File: src/rtl/lopd_pkg.sv
// Shared constants, helpers and the default payload layout for the
// leading-one position detector / normaliser.
package lopd_pkg;

    localparam int LOPD_DATA_W = 24;
    localparam int LOPD_GRP_W  = 8;
    localparam int LOPD_TAG_W  = 4;
    localparam int LOPD_NG     = LOPD_DATA_W / LOPD_GRP_W;
    localparam int LOPD_GC_W   = $clog2(LOPD_GRP_W);

    // Width of the leading-zero count for a given operand width.
    function automatic int lopd_cnt_w(input int data_w);
        return $clog2(data_w);
    endfunction

    // Position reported for an all-zero operand: all ones in cnt_w bits.
    function automatic int lopd_zero_pos(input int cnt_w);
        return (1 << cnt_w) - 1;
    endfunction

    // Group-stage payload for the default configuration; the top level
    // re-declares the same layout against its own parameters.
    typedef struct packed {
        logic [LOPD_DATA_W-1:0]            data;
        logic [LOPD_NG-1:0][LOPD_GC_W-1:0] grp_cnt;
        logic [LOPD_NG-1:0]                grp_zero;
        logic [LOPD_TAG_W-1:0]             tag;
    } lopd_payload_t;

endpackage

File: src/rtl/lopd_grp_enc.sv
// Combinational leading-zero encoder for one GRP_W-bit group.
// An all-zero group reports an all-ones count and raises zero_o.
module lopd_grp_enc
    import lopd_pkg::*;
#(
    parameter int GRP_W = LOPD_GRP_W
) (
    input  logic [GRP_W-1:0]         grp_i,
    output logic [$clog2(GRP_W)-1:0] cnt_o,
    output logic                     zero_o
);

    localparam int GC_W = $clog2(GRP_W);

    // Scan LSB to MSB so the most-significant set bit wins.
    always_comb begin
        cnt_o  = '1;
        zero_o = 1'b1;
        for (int i = 0; i < GRP_W; i++) begin
            if (grp_i[i]) begin
                cnt_o  = GC_W'(GRP_W - 1 - i);
                zero_o = 1'b0;
            end
        end
    end

endmodule

File: src/rtl/lopd_norm_pipe.sv
// Pipelined leading-one position detector with left-shift normaliser.
// Elastic valid/ready pipeline of PIPE_STAGES register stages:
//   1: detect+combine+shift | out
//   2: group detect | combine+shift
//   3: group detect | combine | shift
module lopd_norm_pipe
    import lopd_pkg::*;
#(
    parameter int DATA_W      = LOPD_DATA_W,
    parameter int GRP_W       = LOPD_GRP_W,
    parameter int PIPE_STAGES = 2,
    parameter int TAG_W       = LOPD_TAG_W
) (
    input  logic                      i_clk,
    input  logic                      i_rst_n,
    input  logic                      i_valid,
    output logic                      o_ready,
    input  logic [DATA_W-1:0]         i_data,
    input  logic [TAG_W-1:0]          i_tag,
    output logic                      o_valid,
    input  logic                      i_ready,
    output logic [DATA_W-1:0]         o_norm_data,
    output logic [$clog2(DATA_W)-1:0] o_one_position,
    output logic                      o_zero_flag,
    output logic [TAG_W-1:0]          o_tag
);

    localparam int CNT_W = lopd_cnt_w(DATA_W);
    localparam int NG    = DATA_W / GRP_W;
    localparam int GC_W  = $clog2(GRP_W);
    localparam int N     = PIPE_STAGES;
    localparam logic [CNT_W-1:0] ZERO_POS = CNT_W'(lopd_zero_pos(CNT_W));

    typedef struct packed {
        logic [DATA_W-1:0]         data;
        logic [NG-1:0][GC_W-1:0]   grp_cnt;
        logic [NG-1:0]             grp_zero;
        logic [TAG_W-1:0]          tag;
    } grp_stage_t;

    typedef struct packed {
        logic [DATA_W-1:0] data;
        logic [CNT_W-1:0]  pos;
        logic              zero;
        logic [TAG_W-1:0]  tag;
    } cmb_stage_t;

    typedef struct packed {
        logic [DATA_W-1:0] norm;
        logic [CNT_W-1:0]  pos;
        logic              zero;
        logic [TAG_W-1:0]  tag;
    } out_stage_t;

    if (DATA_W % GRP_W != 0) begin : g_chk_div
        $error("lopd_norm_pipe: DATA_W must be a multiple of GRP_W");
    end
    if (PIPE_STAGES < 1 || PIPE_STAGES > 3) begin : g_chk_stages
        $error("lopd_norm_pipe: PIPE_STAGES must be 1..3");
    end
    if (GRP_W < 2 || (GRP_W & (GRP_W - 1)) != 0) begin : g_chk_grp
        $error("lopd_norm_pipe: GRP_W must be a power of 2, at least 2");
    end
    if (DATA_W < 8 || DATA_W > 64) begin : g_chk_width
        $error("lopd_norm_pipe: DATA_W must be 8..64");
    end

    // First non-zero group from the MSB side; lower index overrides.
    function automatic logic [CNT_W-1:0] comb_pos(input logic [NG-1:0][GC_W-1:0] cnt,
                                                  input logic [NG-1:0]           zf);
        logic [CNT_W-1:0] pos;
        pos = ZERO_POS;
        for (int g = NG - 1; g >= 0; g--) begin
            if (!zf[g]) pos = CNT_W'(g * GRP_W) + CNT_W'(cnt[g]);
        end
        return pos;
    endfunction

    function automatic logic [DATA_W-1:0] norm_shift(input logic [DATA_W-1:0] d,
                                                     input logic [CNT_W-1:0]  pos,
                                                     input logic              zero);
        return zero ? '0 : (d << pos);
    endfunction

    logic [NG-1:0][GC_W-1:0] grp_cnt_c;
    logic [NG-1:0]           grp_zero_c;

    for (genvar g = 0; g < NG; g++) begin : g_enc
        lopd_grp_enc #(.GRP_W(GRP_W)) u_enc (
            .grp_i  (i_data[DATA_W-1-g*GRP_W -: GRP_W]),
            .cnt_o  (grp_cnt_c[g]),
            .zero_o (grp_zero_c[g])
        );
    end

    logic [N-1:0] vld_q, vld_d, vld_in, ld, en;
    out_stage_t   fin_d, out_q;

    // Stage k loads when it or any later stage has a hole, or the sink takes the output.
    always_comb begin
        logic hole;
        hole = i_ready;
        ld   = '0;
        for (int k = N - 1; k >= 0; k--) begin
            hole  = hole || !vld_q[k];
            ld[k] = hole;
        end
    end

    // Valid presented to each stage by its upstream neighbour.
    always_comb begin
        vld_in    = '0;
        vld_in[0] = i_valid;
        for (int k = 1; k < N; k++) vld_in[k] = vld_q[k-1];
    end

    // Next valid state and data capture enables.
    always_comb begin
        vld_d = vld_q;
        for (int k = 0; k < N; k++) begin
            if (ld[k]) vld_d[k] = vld_in[k];
        end
        en = ld & vld_in;
    end

    // Stage valid bits.
    always_ff @(posedge i_clk or negedge i_rst_n) begin
        if (!i_rst_n) vld_q <= '0;
        else          vld_q <= vld_d;
    end

    if (N == 1) begin : g_ps1
        logic [CNT_W-1:0] pos_c;
        logic             zero_c;
        assign pos_c  = comb_pos(grp_cnt_c, grp_zero_c);
        assign zero_c = &grp_zero_c;

        // Full detect, combine and shift straight from the input.
        always_comb begin
            fin_d.norm = norm_shift(i_data, pos_c, zero_c);
            fin_d.pos  = pos_c;
            fin_d.zero = zero_c;
            fin_d.tag  = i_tag;
        end
    end else if (N == 2) begin : g_ps2
        grp_stage_t       p0_q, p0_d;
        logic [CNT_W-1:0] pos_c;
        logic             zero_c;

        // Group-detect stage payload.
        always_comb begin
            p0_d.data     = i_data;
            p0_d.grp_cnt  = grp_cnt_c;
            p0_d.grp_zero = grp_zero_c;
            p0_d.tag      = i_tag;
        end

        // ---- stage 0 / stage 1 boundary ----
        always_ff @(posedge i_clk) begin
            if (en[0]) p0_q <= p0_d;
        end

        assign pos_c  = comb_pos(p0_q.grp_cnt, p0_q.grp_zero);
        assign zero_c = &p0_q.grp_zero;

        // Combine and shift from the registered group results.
        always_comb begin
            fin_d.norm = norm_shift(p0_q.data, pos_c, zero_c);
            fin_d.pos  = pos_c;
            fin_d.zero = zero_c;
            fin_d.tag  = p0_q.tag;
        end
    end else begin : g_ps3
        grp_stage_t p0_q, p0_d;
        cmb_stage_t p1_q, p1_d;

        // Group-detect stage payload.
        always_comb begin
            p0_d.data     = i_data;
            p0_d.grp_cnt  = grp_cnt_c;
            p0_d.grp_zero = grp_zero_c;
            p0_d.tag      = i_tag;
        end

        // ---- stage 0 / stage 1 boundary ----
        always_ff @(posedge i_clk) begin
            if (en[0]) p0_q <= p0_d;
        end

        // Combine group results into the final position.
        always_comb begin
            p1_d.data = p0_q.data;
            p1_d.pos  = comb_pos(p0_q.grp_cnt, p0_q.grp_zero);
            p1_d.zero = &p0_q.grp_zero;
            p1_d.tag  = p0_q.tag;
        end

        // ---- stage 1 / stage 2 boundary ----
        always_ff @(posedge i_clk) begin
            if (en[1]) p1_q <= p1_d;
        end

        // Barrel shift from the registered position.
        always_comb begin
            fin_d.norm = norm_shift(p1_q.data, p1_q.pos, p1_q.zero);
            fin_d.pos  = p1_q.pos;
            fin_d.zero = p1_q.zero;
            fin_d.tag  = p1_q.tag;
        end
    end

    // ---- output register: cleared on reset so the outputs read zero ----
    always_ff @(posedge i_clk or negedge i_rst_n) begin
        if (!i_rst_n)      out_q <= '0;
        else if (en[N-1])  out_q <= fin_d;
    end

    assign o_ready        = ld[0];
    assign o_valid        = vld_q[N-1];
    assign o_norm_data    = out_q.norm;
    assign o_one_position = out_q.pos;
    assign o_zero_flag    = out_q.zero;
    assign o_tag          = out_q.tag;

endmodule
File: config.mk
export PLATFORM = sky130hd
export DESIGN_NAME = lopd_norm_pipe
export DESIGN_NICKNAME = d
export VERILOG_FILES = /design/src/rtl/lopd_pkg.sv /design/src/rtl/lopd_grp_enc.sv /design/src/rtl/lopd_norm_pipe.sv
export SDC_FILE = /design/constraint.sdc
export NUM_CORES = 1
export LEC_CHECK = 0
export BUFFER_PORTS_ARGS = -buffer_cell sky130_fd_sc_hd__buf_2
export CORE_MARGIN = 4
export CORE_UTILIZATION = 60
export DETAILED_ROUTE_END_ITERATION = 16
export PLACE_DENSITY_LB_ADDON = 0.2
export SLEW_MARGIN = 20
export SYNTH_ARGS = -nofsm -noshare
export SYNTH_HDL_FRONTEND = slang
export SYNTH_SLANG_ARGS = --single-unit
File: constraint.sdc
create_clock -name i_clk -period 4.19 [get_ports i_clk]
set_input_delay 0.6285 -clock i_clk [delete_from_list [all_inputs] [get_ports i_clk]]
set_output_delay 0.6285 -clock i_clk [all_outputs]
set_load 0.05 [all_outputs]
==> flow_summary.toml <==
[yosys]
syn_nets = 469
avgSynthCellArea_sq_um = 10.1
ys_top_cells_by_area = "edfxtp_1, dfrtp_1, mux2i_1"
synthCells = 437
yosysTopAreaCell = "edfxtp_1"
netlist.area_leader.share_pct = 27.3
synth_edf_count = 40
ys.flop_type = "edfxtp_1"
ys_ff_latch = 76
ys_types = 58
synthesis.area_sq_um = 4390
synth-seq-area-share_pct = 47.8
ys_warn_count = 0
async_reset_ff_share_pct = 47.4

[routing]
drc = 0
num_vias = 3903
wl_per_cell_um = 20.1
via_per_inst = 6.55
ant_nets = 0
finalWirelength_um = 12000
firstDrtPassIters = 6
drt-initial-drc-count = 318

[timing]
setup_viol = 0
tightestPinTransition_ns = 0.878
hold_violations = 0
min_period_over_period_pct = 76.1
rsz0062_at_grt = "no"
min_period_ns = 3.19
slew_headroom_pct = 41.0
report.final.slew_viol_count = 0
fmax_ghz = 0.314
skew_ns = 0.00991
tns_ns = 0

[global_route]
met1_usage_pct = 37.2
grt_first_pass_wirelength_um = 19400
grt.total_usage_pct = 28.4
grt-busiest-layer = "met2"
grt-ovfl-total = 0
grt_pass1_vias = 3779
gr-usage-met2_pct = 45.1
antenna_found_initial = 0
grt_max_degree = 41
use_met3_pct = 5.47

[worst_setup_path]
crit_path_max_fanout = 28
max_stage_delay_ns = 0.64
arrival_ns = 3.44
endpoint_kind = "flip-flop"
rr_worst_depth = 8
start_kind = "flip-flop"
crit_chain = "buf_4 > o21ai_0 > o21bai_2 > buf_4 > a31oi_1 > a221oi_4 > a21oi_2 > o41ai_2"
worstSetupPathType = "reg2reg"
regToRegEndpoint = "o_norm_data[22]$_DFFE_PN0P_"
crit_slowest_cell = "edfxtp_1"
reg2reg_from = "g_ps2.p0_q[4]$_SDFFCE_PP0P_"
crit_top_cell = "buf_4"
critPathRequiredTime_ns = 4.45
r2r_setup_slack_ns = 1.00

[clock_network]
cts_setup_buffers = 0
cts-buffers-inserted = 9
post_cts_resized = 0
clkSlewWorstSetupHoldPaths_ns = 0.08
cts_tree = "done"
htreeDepth = 3
ctsRootBufferMaster = "clkbuf_8"
clock-sinks = 76
clk_latency_ns = 0.36
cts_buffer_depth = 2
cts_hold_buf = 0

[die]
num_rows = 30
die_h_um = 93.6
initial_core_util_pct = 63.3
die_x_um = 93.6
die_area_sq_um = 8760
core_area_sq_um = 6940
top_level_ports = 68

[cells_and_area]
final_cell_count_no_fill = 596
seq_area_sq_um = 2100
layout-drive-gt1-share_pct = 21.8
fin_util_pct = 71.7
multiInputGateArea_sq_um = 2130
final_common_cell = "nand2_1"
diodes = 0
final_cell_mix = "nand2_1, buf_2, edfxtp_1, mux2i_1, dfrtp_1"
syn2layout_area_growth_pct = 13.3
nNetsFinal = 527
fillers = 544

[worst_hold_path]
hp-class = "in2async"

[pwr]
peakVddDrop_uv = 239
total_power_uw = 2250
power_density_nw_per_um2 = 453
leakage_uw = 0.00212

[place]
place_inst = 580
hpwl_um = 8920
port_buffers = 67
place_congestion = 1.03

[job]
cap_violations = 0

[run_status]
status = "finished clean"
power breakdown:
part           internal (uW)  leakage (uW)  total, uW  switching (uW)
clock                    316      0.000113        581             265
sequential               884      0.000837        961            76.7
combinational            206       0.00117        714             507
total                   1410       0.00212       2250             849
logic make-up (layout without fill, tap and decap cells):
family,count (synthesis),in the layout,share of synthesized area [%]
simple gates,170,170,18.3
buf+inv,33,96,3.93
flops,76,76,47.8
mux,44,44,11.2
compound gates,114,114,18.7
per-stage QoR:
step | hold slack [ns] | area, sq um | setup WS [ns]
after CTS | 0.357 | 4980 | 1.13
after detailed placement | 0.448 | 4760 | 1.17
after global routing | 0.416 | 4980 | 0.775
after global placement | 0.421 | 4760 | 1.25
final | 0.344 | 4980 | 1.00
after floorplan | 0.333 | 4390 | 1.62
flip-flops by register name (all words and copies together), names as in the netlist:
register	flops
o_tag	4
fin_d	4
g_ps2.p0_q	36
o_norm_data	24
o_one_position	5
vld_q	2
o_zero_flag	1
worst max path at each step:
stage,startpoint,end,cells after the start
floorplan,vld_q[1]$_DFFE_PN0P_,fin_d[0]$_DFFE_PP_,2
detailed placement,g_ps2.p0_q[4]$_SDFFCE_PP0P_,o_norm_data[22]$_DFFE_PN0P_,8
global route,g_ps2.p0_q[5]$_SDFFCE_PP0P_,o_norm_data[23]$_DFFE_PN0P_,8
CTS,g_ps2.p0_q[4]$_SDFFCE_PP0P_,o_norm_data[22]$_DFFE_PN0P_,8
global placement,g_ps2.p0_q[4]$_SDFFCE_PP0P_,o_norm_data[8]$_DFFE_PN0P_,8
finish,g_ps2.p0_q[4]$_SDFFCE_PP0P_,o_norm_data[22]$_DFFE_PN0P_,8
area by class of cell:
type	instances	area share, %
clock buffers	13	4.05
multi-input cells	328	42.7
well taps	96	2.41
repair buffers	75	7.94
clock inverters	3	0.276
inverters	5	0.377
flip-flops and latches	76	42.2
critical path: cells and delay by family (launching register included):
kind / cells / cell delay (ns)
AOI/OAI and AO/OA: 6 / 1.71
buffers and inverters: 2 / 0.72
DFF: 1 / 0.64
cell usage after synthesis, drive strengths merged (2+ instances only):
cell type   n
or3         3
o221ai      3
o22ai       7
clkbuf      9
mux2        2
a221oi      5
a22o        5
o21a        3
a211o       2
o21bai      2
nand2      69
a211oi      3
a2bb2oi     3
nor3       17
a31oi       7
nand4       3
nor3b       7
mux2i      38
dfrtp      36
edfxtp     40
nand2b      6
nand3       9
a32oi       9
o211ai      4
a221o       5
nor2       35
mux4        4
and2        5
o21ai      31
and3        7
a22oi       2
nor4        4
a21oi      16
buf        19
and2b       2
inv         5
routing by layer:
layer  share of wire [%]  vias to the layer above
met5                   0                        -
met4                 3.6                        0
met3                 8.0                       41
met2                  47                      231
met1                  42                     1866
li1                    -                     1765
No activity file was read; power rests on OpenSTA's default activity.
